--- src/rtl/exe_stage.sv ---
// Execute stage of the ARM32 pipeline: val2 generation, ALU, branch target, NZCV and EXE/MEM register.
// Define FORWARD_EN to let sel_src1/sel_src2 select forwarded operands; otherwise they are ignored.
module exe_stage (
  input  logic        clk,
  input  logic        rst,
  input  logic        freeze,
  input  logic        WB_EN_EXE,
  input  logic        MEM_R_EN_EXE,
  input  logic        MEM_W_EN_EXE,
  input  logic        S_EXE,
  input  logic        B_EXE,
  input  logic [3:0]  exe_cmd_EXE,
  input  logic [31:0] pc_EXE,
  input  logic [31:0] rn_val_EXE,
  input  logic [31:0] rm_val_EXE,
  input  logic        imm_EXE,
  input  logic [11:0] shifter_operand_EXE,
  input  logic [23:0] signed_imm_24_EXE,
  input  logic [3:0]  dest_EXE,
  input  logic [3:0]  status_EXE,
  input  logic [1:0]  sel_src1,
  input  logic [1:0]  sel_src2,
  input  logic [31:0] wb_value,
  output logic        branch_taken,
  output logic [31:0] branch_address,
  output logic [3:0]  status_reg,
  output logic        WB_EN_MEM,
  output logic        MEM_R_EN_MEM,
  output logic        MEM_W_EN_MEM,
  output logic [31:0] alu_res_MEM,
  output logic [31:0] st_val_MEM,
  output logic [3:0]  dest_MEM
);

  logic [31:0] op1;
  logic [31:0] op2r;
  logic [31:0] val2;
  logic [31:0] imm_val;
  logic [4:0]  imm_amt;
  logic [4:0]  sh_amt;
  logic [31:0] add_b;
  logic        add_cin;
  logic        arith;
  logic [32:0] sum;
  logic [31:0] alu_res;
  logic        flag_c;
  logic        flag_v;
  logic        carry_in;
  logic        unused_status;

  assign carry_in      = status_EXE[1];
  assign unused_status = ^{status_EXE[3:2], status_EXE[0]};

`ifdef FORWARD_EN
  always_comb begin
    case (sel_src1)
      2'b01:   op1 = alu_res_MEM;
      2'b10:   op1 = wb_value;
      default: op1 = rn_val_EXE;
    endcase
    case (sel_src2)
      2'b01:   op2r = alu_res_MEM;
      2'b10:   op2r = wb_value;
      default: op2r = rm_val_EXE;
    endcase
  end
`else
  logic unused_fwd;
  assign unused_fwd = ^{sel_src1, sel_src2, wb_value};
  assign op1  = rn_val_EXE;
  assign op2r = rm_val_EXE;
`endif

  // A rotate by 0 makes the left-shift term a 32-bit shift, which yields 0, so no special case is needed.
  assign imm_val = {24'b0, shifter_operand_EXE[7:0]};
  assign imm_amt = {shifter_operand_EXE[11:8], 1'b0};
  assign sh_amt  = shifter_operand_EXE[11:7];

  always_comb begin
    if (imm_EXE) begin
      val2 = (imm_val >> imm_amt) | (imm_val << (6'd32 - {1'b0, imm_amt}));
    end else if (MEM_R_EN_EXE || MEM_W_EN_EXE) begin
      val2 = {20'b0, shifter_operand_EXE};
    end else begin
      case (shifter_operand_EXE[6:5])
        2'b00:   val2 = op2r << sh_amt;
        2'b01:   val2 = op2r >> sh_amt;
        2'b10:   val2 = $signed(op2r) >>> sh_amt;
        default: val2 = (op2r >> sh_amt) | (op2r << (6'd32 - {1'b0, sh_amt}));
      endcase
    end
  end

  // Subtraction is folded into the adder as op1 + ~val2 + cin so C reads as "no borrow".
  always_comb begin
    add_b   = val2;
    add_cin = 1'b0;
    arith   = 1'b0;
    case (exe_cmd_EXE)
      4'b0010: arith = 1'b1;
      4'b0011: begin arith = 1'b1; add_cin = carry_in; end
      4'b0100: begin arith = 1'b1; add_b = ~val2; add_cin = 1'b1; end
      4'b0101: begin arith = 1'b1; add_b = ~val2; add_cin = carry_in; end
      default: ;
    endcase
  end

  assign sum = {1'b0, op1} + {1'b0, add_b} + {32'd0, add_cin};

  always_comb begin
    alu_res = '0;
    case (exe_cmd_EXE)
      4'b0001: alu_res = val2;
      4'b1001: alu_res = ~val2;
      4'b0010, 4'b0011, 4'b0100, 4'b0101: alu_res = sum[31:0];
      4'b0110: alu_res = op1 & val2;
      4'b0111: alu_res = op1 | val2;
      4'b1000: alu_res = op1 ^ val2;
      default: alu_res = '0;
    endcase
  end

  assign flag_c = arith & sum[32];
  assign flag_v = arith & (op1[31] == add_b[31]) & (sum[31] != op1[31]);

  assign branch_taken   = B_EXE;
  assign branch_address = pc_EXE + {{6{signed_imm_24_EXE[23]}}, signed_imm_24_EXE, 2'b00};

  always_ff @(posedge clk) begin
    if (rst) begin
      status_reg <= 4'b0;
    end else if (S_EXE && !freeze) begin
      status_reg <= {alu_res[31], (alu_res == 32'd0), flag_c, flag_v};
    end
  end

  always_ff @(posedge clk) begin
    if (rst) begin
      WB_EN_MEM    <= 1'b0;
      MEM_R_EN_MEM <= 1'b0;
      MEM_W_EN_MEM <= 1'b0;
      alu_res_MEM  <= 32'd0;
      st_val_MEM   <= 32'd0;
      dest_MEM     <= 4'd0;
    end else if (!freeze) begin
      WB_EN_MEM    <= WB_EN_EXE;
      MEM_R_EN_MEM <= MEM_R_EN_EXE;
      MEM_W_EN_MEM <= MEM_W_EN_EXE;
      alu_res_MEM  <= alu_res;
      st_val_MEM   <= op2r;
      dest_MEM     <= dest_EXE;
    end
  end

endmodule

--- config.mk ---
export PLATFORM = sky130hd
export DESIGN_NAME = exe_stage
export DESIGN_NICKNAME = d
export VERILOG_FILES = /design/src/rtl/exe_stage.sv
export SDC_FILE = /design/constraint.sdc
export NUM_CORES = 1
export LEC_CHECK = 0
export BUFFER_PORTS_ARGS = -buffer_cell sky130_fd_sc_hd__clkbuf_2
export CORE_MARGIN = 4
export CORE_UTILIZATION = 37
export CTS_CLUSTER_DIAMETER = 60
export DETAILED_ROUTE_END_ITERATION = 8
export GPL_ROUTABILITY_DRIVEN = 1
export GPL_TIMING_DRIVEN = 1
export PLACE_DENSITY = 0.6
export SYNTH_ARGS = -nofsm -noshare
export SYNTH_HDL_FRONTEND = slang
export SYNTH_SLANG_ARGS = --single-unit
export TNS_END_PERCENT = 5
--- constraint.sdc ---
create_clock -name clk -period 10.5 [get_ports clk]
set_clock_uncertainty 0.2 [all_clocks]
set_input_delay 3.15 -clock clk [delete_from_list [all_inputs] [get_ports clk]]
set_output_delay 3.15 -clock clk [all_outputs]
set_load 0.1 [all_outputs]
==> results.yml, run 1 <==
cts:
  clock_latency_ns: 0.36
  cts_tree: "built"
  cts_sinks: 75
  cts_setup_buffers: 0
  cts-buffers-inserted: 9
  htreeDepth: 3
  cts_root_buf: "clkbuf_16"
  cts.clk_slew.worst_paths_ns: 0.06
  cts.path.max_buffers: 2
route:
  wire_per_inst_microns: 26.3
  detail_route.first_pass.iterations: 8
  drt-total-wl_mm: 79.7
  drc: 0
  vias_per_cell: 6.49
  drt_iter0_drc: 2571
  num_vias: 19700
  drtAntennaViolNets: 0
pwr:
  sequentialPowerShare: 0.143
  p_int_mw: 1.03
  leakage_nw: 8.82
  ir_drop_mv: 0.197
  p_comb_frac: 0.685
  switching_share: 0.530
  p_clk_frac: 0.171
  total_power_mw: 2.19
  p_sw_mw: 1.16
  cellPowerDensity_nw_per_um2: 110
layout:
  layout_common_cells: "clkbuf_2 (246), nor2_1 (209), nand2_1 (188)"
  drive_gt1_frac: 0.249
  reg_top3: "alu_res_MEM x32, st_val_MEM x32"
  n_fill_cell: 4505
  final_common_cell: "clkbuf_2"
  syn2layout_area_growth_pct: 17.6
  diodes: 0
  layout.nets: 2752
synth:
  synth_edf_count: 0
  yosysTopAreaCell: "mux4_2"
  synth_area_sq_um: 16900
  synth_warnings: 0
  syn-num-nets: 2516
  ys.flop_type: "dfxtp_1"
  postSynthCellCount: 2195
  yosysSeqAreaShare: 0.0890
  synth_top_cell_area_share: 0.138
  yosys-top-cells-area: "mux4_2 (14%), ha_1 (9.6%), dfxtp_1 (8.9%), mux2i_1 (8.7%), nor2_1 (4.7%)"
  syn_area_per_cell_sq_um: 7.68
  synth_seq_cells: 75
  synth_cell_types: 79
  ys_async_sr_fraction: 0
global_routing:
  track_usage: 0.306
  antenna_found_initial: 2
  grt_pass1_vias: 18400
  grt_start_max_net_pins: 114
  gr-total-overflow: 0
  grt_pass1_wl_mm: 118
sta:
  period_share: 0.968
  hold_viol_final: 0
  finalSetupViolCount: 0
  worst_slew_pin_slew_ns: 1.30
  fin_setup_tns_ns: 0
  slew_violations: 0
  timing.slew.headroom: 0.109
  clock.fmax_ghz: 0.0983
  min_period_ns: 10.17
  grt_setup_unrepaired: "no"
  worst_slack_ns: 0.331
floorplanning:
  initial_core_util: 0.378
  die_h_microns: 222
  num_rows: 77
  dieArea_sq_um: 49100
  boundaryPins: 297
  die_w_microns: 222
  fp.coreArea_sq_um: 44600
setup_path:
  critPathArrivalTime_ns: 10.25
  rr_worst_depth: 2
  critPathKind: "primary input to flop"
  worst_setup_path_end_kind: "flop"
  required_ns: 10.58
  crit_fanout: 25
  start_kind: "primary input"
run_status:
  status: "finished clean"
placed_design:
  port_buffers: 251
  dp_hpwl_mm: 62.2
  pre_cts_ws_ns: 0.199
  place.gp.congestion: 1.11
worst_hold_path:
  hp-class: "flop to flop"
  holdPathStages: 2
job:
  drv_cap: 0
[layer usage]
metal	part of all wire	vias to the layer above	global-route usage
li1	-	8710	-
met1	0.40	9447	0.398
met2	0.44	1246	0.485
met3	0.099	246	0.0606
met4	0.059	4	0.153
met5	0.00024	-	0
[power by group through the flow]
stage	registers (mW)	clock network, mW	logic (mW)
2_1_floorplan	0.460	0	0.900
3_3_place_gp	0.320	0	1.45
3_5_place_dp	0.321	0	1.46
4_1_cts	0.315	0.385	1.47
5_1_grt	0.317	0.397	1.57
6_report	0.314	0.376	1.50
[worst paths after layout]
kind                           to                   start  slack (ns)
setup / recovery    status_reg[2]  shifter_operand_EXE[7]        0.33
hold / removal    alu_res_MEM[10]         alu_res_MEM[10]        0.27
setup reg to reg    status_reg[0]           status_reg[0]        9.58
hold reg to reg   alu_res_MEM[10]         alu_res_MEM[10]        0.27
[synthesized netlist by cell type (19+ instances only)]
cell type	number
mux2_2	31
nor2_1	209
mux4_2	103
o21ai_0	130
xor2_1	33
o31ai_1	19
nand3_1	40
nand2_1	188
buf_1	33
clkbuf_1	130
xnor2_1	67
nand2b_1	30
inv_1	99
buf_2	23
nor2b_1	27
a21oi_1	143
a22oi_1	22
dfxtp_1	75
a31oi_1	33
mux2i_1	146
a21o_1	37
o211ai_1	28
a211oi_1	50
ha_1	129
nor3_1	44
[critical path: stages]
cell and delay [ns]:
buf_6 0.27, buf_4 0.37, mux4_2 0.58, mux2_2 0.31
mux2i_1 0.27, o21ai_0 0.15, o31ai_1 0.58, buf_4 0.21
o21ai_1 0.11, xor2_1 0.18, ha_1 0.38, a211oi_1 0.43
o21ai_0 0.19, a31oi_1 0.33, o21ai_0 0.28, o41ai_1 0.43
nand2b_1 0.22, mux2i_1 0.18, and3_1 0.22, nand3_1 0.11
or4_1 0.42, or4_1 0.57, o31ai_1 0.27
[through the flow]
step           hold WS (ns)  cells  instance area (sq um)  utilization
2_1_floorplan         0.705   2195                  16900            -
3_3_place_gp          0.253   3012                  19500        0.437
3_5_place_dp          0.259   3012                  19500        0.437
4_1_cts               0.269   3028                  19800        0.445
5_1_grt               0.299   3028                  19800        0.445
6_report              0.269   3028                  19800        0.445
[cell type report]
class | instances | area [sq um] | area share
sequential | 75 | 1500 | 0.0757
tap | 592 | 741 | 0.0373
clock buffer | 10 | 239 | 0.0120
timing repair buffer | 425 | 2690 | 0.136
clock inverter | 6 | 113 | 0.00568
inverter | 104 | 390 | 0.0197
multi-input combinational | 1816 | 14200 | 0.714
[cell families after synthesis]
kind of cell             share of synthesized area
AND/OR/NAND/NOR                              0.176
adder cells (fa/ha/maj)                     0.0993
AO/OA/AOI/OAI                                0.266
XOR/XNOR                                    0.0519
flip-flops                                  0.0890
multiplexers                                 0.245
buffers and inverters                       0.0734
[timing repair]
item	CTS	global route
endpoints found under the setup margin	0	1
gates resized for setup	0	1
hold buffers	0	0
Power figures use the tool's default switching activity.
==> run 2: changes to the inputs <==
- PLACE_DENSITY: 0.6 -> 0.59
- clock period: 10.5 -> 9.75 ns (I/O delays scaled with it)
==> run 2 against run 1 <==
Net effect:
- sequential power is 8.0% higher
- utilization is 3.6 points higher
- via count is 3.2% higher
- non-clock buffer count is 212 higher
- cell count is 7.0% higher
- total power is 11% higher
- hold slack worse by 0.0053 ns
- sequential share of layout area is 0.57 points lower
- first-iteration DRC count is 16% lower
- clock power is 14% lower
- flip-flop and latch count stayed put
==> results.yml, run 2 (synthesis gave the netlist of run 1 again) <==
run_status:
  status: "finished clean"
cts:
  ctsHoldBuffers: 0
  cts.clk_slew.worst_paths_ns: 0.07
  cts_tree: "built"
  clock_latency_ns: 0.36
  cts.path.max_buffers: 2
  htreeDepth: 3
  cts_setup_buffers: 0
  cts_sinks: 75
  cts-buffers-inserted: 9
  cts_root_buf: "clkbuf_16"
layout:
  ff_latch_area_sq_um: 1500
  syn2layout_area_growth_pct: 27.3
  final_common_cell: "buf_4"
  reg_top3: "alu_res_MEM x32, st_val_MEM x32"
  multi_input_comb_area_sq_um: 14200
  n_fill_cell: 4452
  layout.nets: 2964
  drive_gt1_frac: 0.312
  layout_common_cells: "buf_4 (380), clkbuf_2 (243), nor2_1 (209)"
  finalCoreUtilization: 0.481
worst_hold_path:
  holdCritStartpoint: "alu_res_MEM[15]"
  hp-class: "flop to flop"
  holdPathEnd: "alu_res_MEM[15]"
  holdPathStages: 2
pwr:
  p_sw_mw: 1.31
  sequentialPowerShare: 0.139
  ir_drop_mv: 0.246
  leakage_nw: 9.83
  cellPowerDensity_nw_per_um2: 114
  p_clk_frac: 0.133
  p_int_mw: 1.13
  p_comb_frac: 0.728
  total_power_mw: 2.44
  switching_share: 0.537
sta:
  timing.slew.headroom: 0.288
  clock.fmax_ghz: 0.105
  hold_viol_final: 0
  worst_slew_pin_slew_ns: 1.06
  min_period_ns: 9.56
  grt_setup_unrepaired: "no"
  period_share: 0.981
  slew_violations: 0
  whs_ns: 0.264
  finalSetupViolCount: 0
global_routing:
  grt_pass1_wl_mm: 130
  track_usage: 0.344
  antenna_found_initial: 1
  grt_pass1_vias: 19600
  gr-total-overflow: 0
  grt_start_max_net_pins: 78
setup_path:
  rr_startpoint: "alu_res_MEM[27]"
  critPathKind: "primary input to flop"
  slowest_stage: "or4_1"
  start_kind: "primary input"
  crit_fanout: 13
  critPathMaxStageDelay_ns: 0.57
  r2r-end: "alu_res_MEM[27]"
  critPathArrivalTime_ns: 9.64
  rr_worst_depth: 2
  required_ns: 9.83
  path_buf_inv: 7
  path_delay_family: "compound AO/OA/AOI/OAI gates"
  worst_setup_path_end_kind: "flop"
  cpMostUsedCell: "buf_4"
  r2r_setup_slack_ns: 8.83
  cp-startpoint: "shifter_operand_EXE[8]"
route:
  vias_per_cell: 6.26
  drt_iter0_drc: 2168
  drc: 0
  wire_per_inst_microns: 27.3
  num_vias: 20300
  drtAntennaViolNets: 0
  detail_route.first_pass.iterations: 8
  drt-total-wl_mm: 88.6
floorplanning:
  boundaryPins: 297
  die_h_microns: 222
  fp.coreArea_sq_um: 44600
  dieArea_sq_um: 49100
  die_w_microns: 222
  num_rows: 77
  initial_core_util: 0.378
placed_design:
  dp_hpwl_mm: 71.3
  place.gp.congestion: 1.04
  port_buffers: 251
job:
  drv_cap: 0
-- run 2: changes by cell type in the layout (fill, tap and decap cells not counted), sizes merged --
cell      previous run  this run
clkinvlp             0         3
clkbuf             256       253
clkinv               7         6
buf                179       394
bufinv               3         0
diode                0         1
inv                100       101
-- run 2: timing repair --
| action | 4_1_cts | 5_1_grt |
|---|---|---|
| hold endpoints to repair | 0 | 0 |
| endpoints found under the setup margin | 0 | 5 |
| resized for setup | 0 | 14 |
-- run 2: power groups by stage --
stage / sequential [mW] / combinational (mW) / clock (mW)
floorplan: 0.495 / 0.969 / 0
finish: 0.339 / 1.78 / 0.324
CTS: 0.339 / 1.74 / 0.330
global placement: 0.344 / 1.72 / 0
detailed placement: 0.345 / 1.74 / 0
global route: 0.341 / 1.87 / 0.339
-- run 2: worst max path at each step --
stage | cells past startpoint | slack (ns) | endpoint
floorplan | 27 | -0.36 | status_reg[2]
CTS | 17 | 0.06 | branch_address[30]
global route | 24 | 0.0002 | status_reg[2]
detailed placement | 28 | -0.23 | status_reg[2]
global placement | 27 | -0.22 | status_reg[2]
finish | 25 | 0.19 | status_reg[2]
-- run 2: stage by stage --
stage | cell area [sq um] | cells | setup TNS, ns | worst slack (ns)
6_report | 21500 | 3241 | 0 | 0.189
5_1_grt | 21500 | 3240 | 0 | 0.000196
3_3_place_gp | 21100 | 3224 | -0.217 | -0.217
4_1_cts | 21400 | 3240 | 0 | 0.0560
2_1_floorplan | 16900 | 2195 | -0.728 | -0.362
3_5_place_dp | 21100 | 3224 | -0.232 | -0.232
-- run 2: layout make-up --
cell class / count / share of cell area
repair buffers: 637 / 0.202
diodes: 1 / 0.000117
multi-input cells: 1816 / 0.662
flip-flops and latches: 75 / 0.0700
inverters: 104 / 0.0182
clock buffers: 10 / 0.0107
well taps: 592 / 0.0345
clock inverters: 6 / 0.00192
-- run 2: per-layer routing --
metal	global-route usage	wire length (microns)	up-vias
met5	0	12	-
met4	0.166	5220	2
met3	0.0406	6120	208
met2	0.564	40500	1034
met1	0.451	36800	9902
li1	-	-	9144
-- run 2: tightest hold or removal path: stages, from the launching register on --
cell	delay [ns]
dfxtp_1	0.31
nand2_1	0.06
a21oi_1	0.05
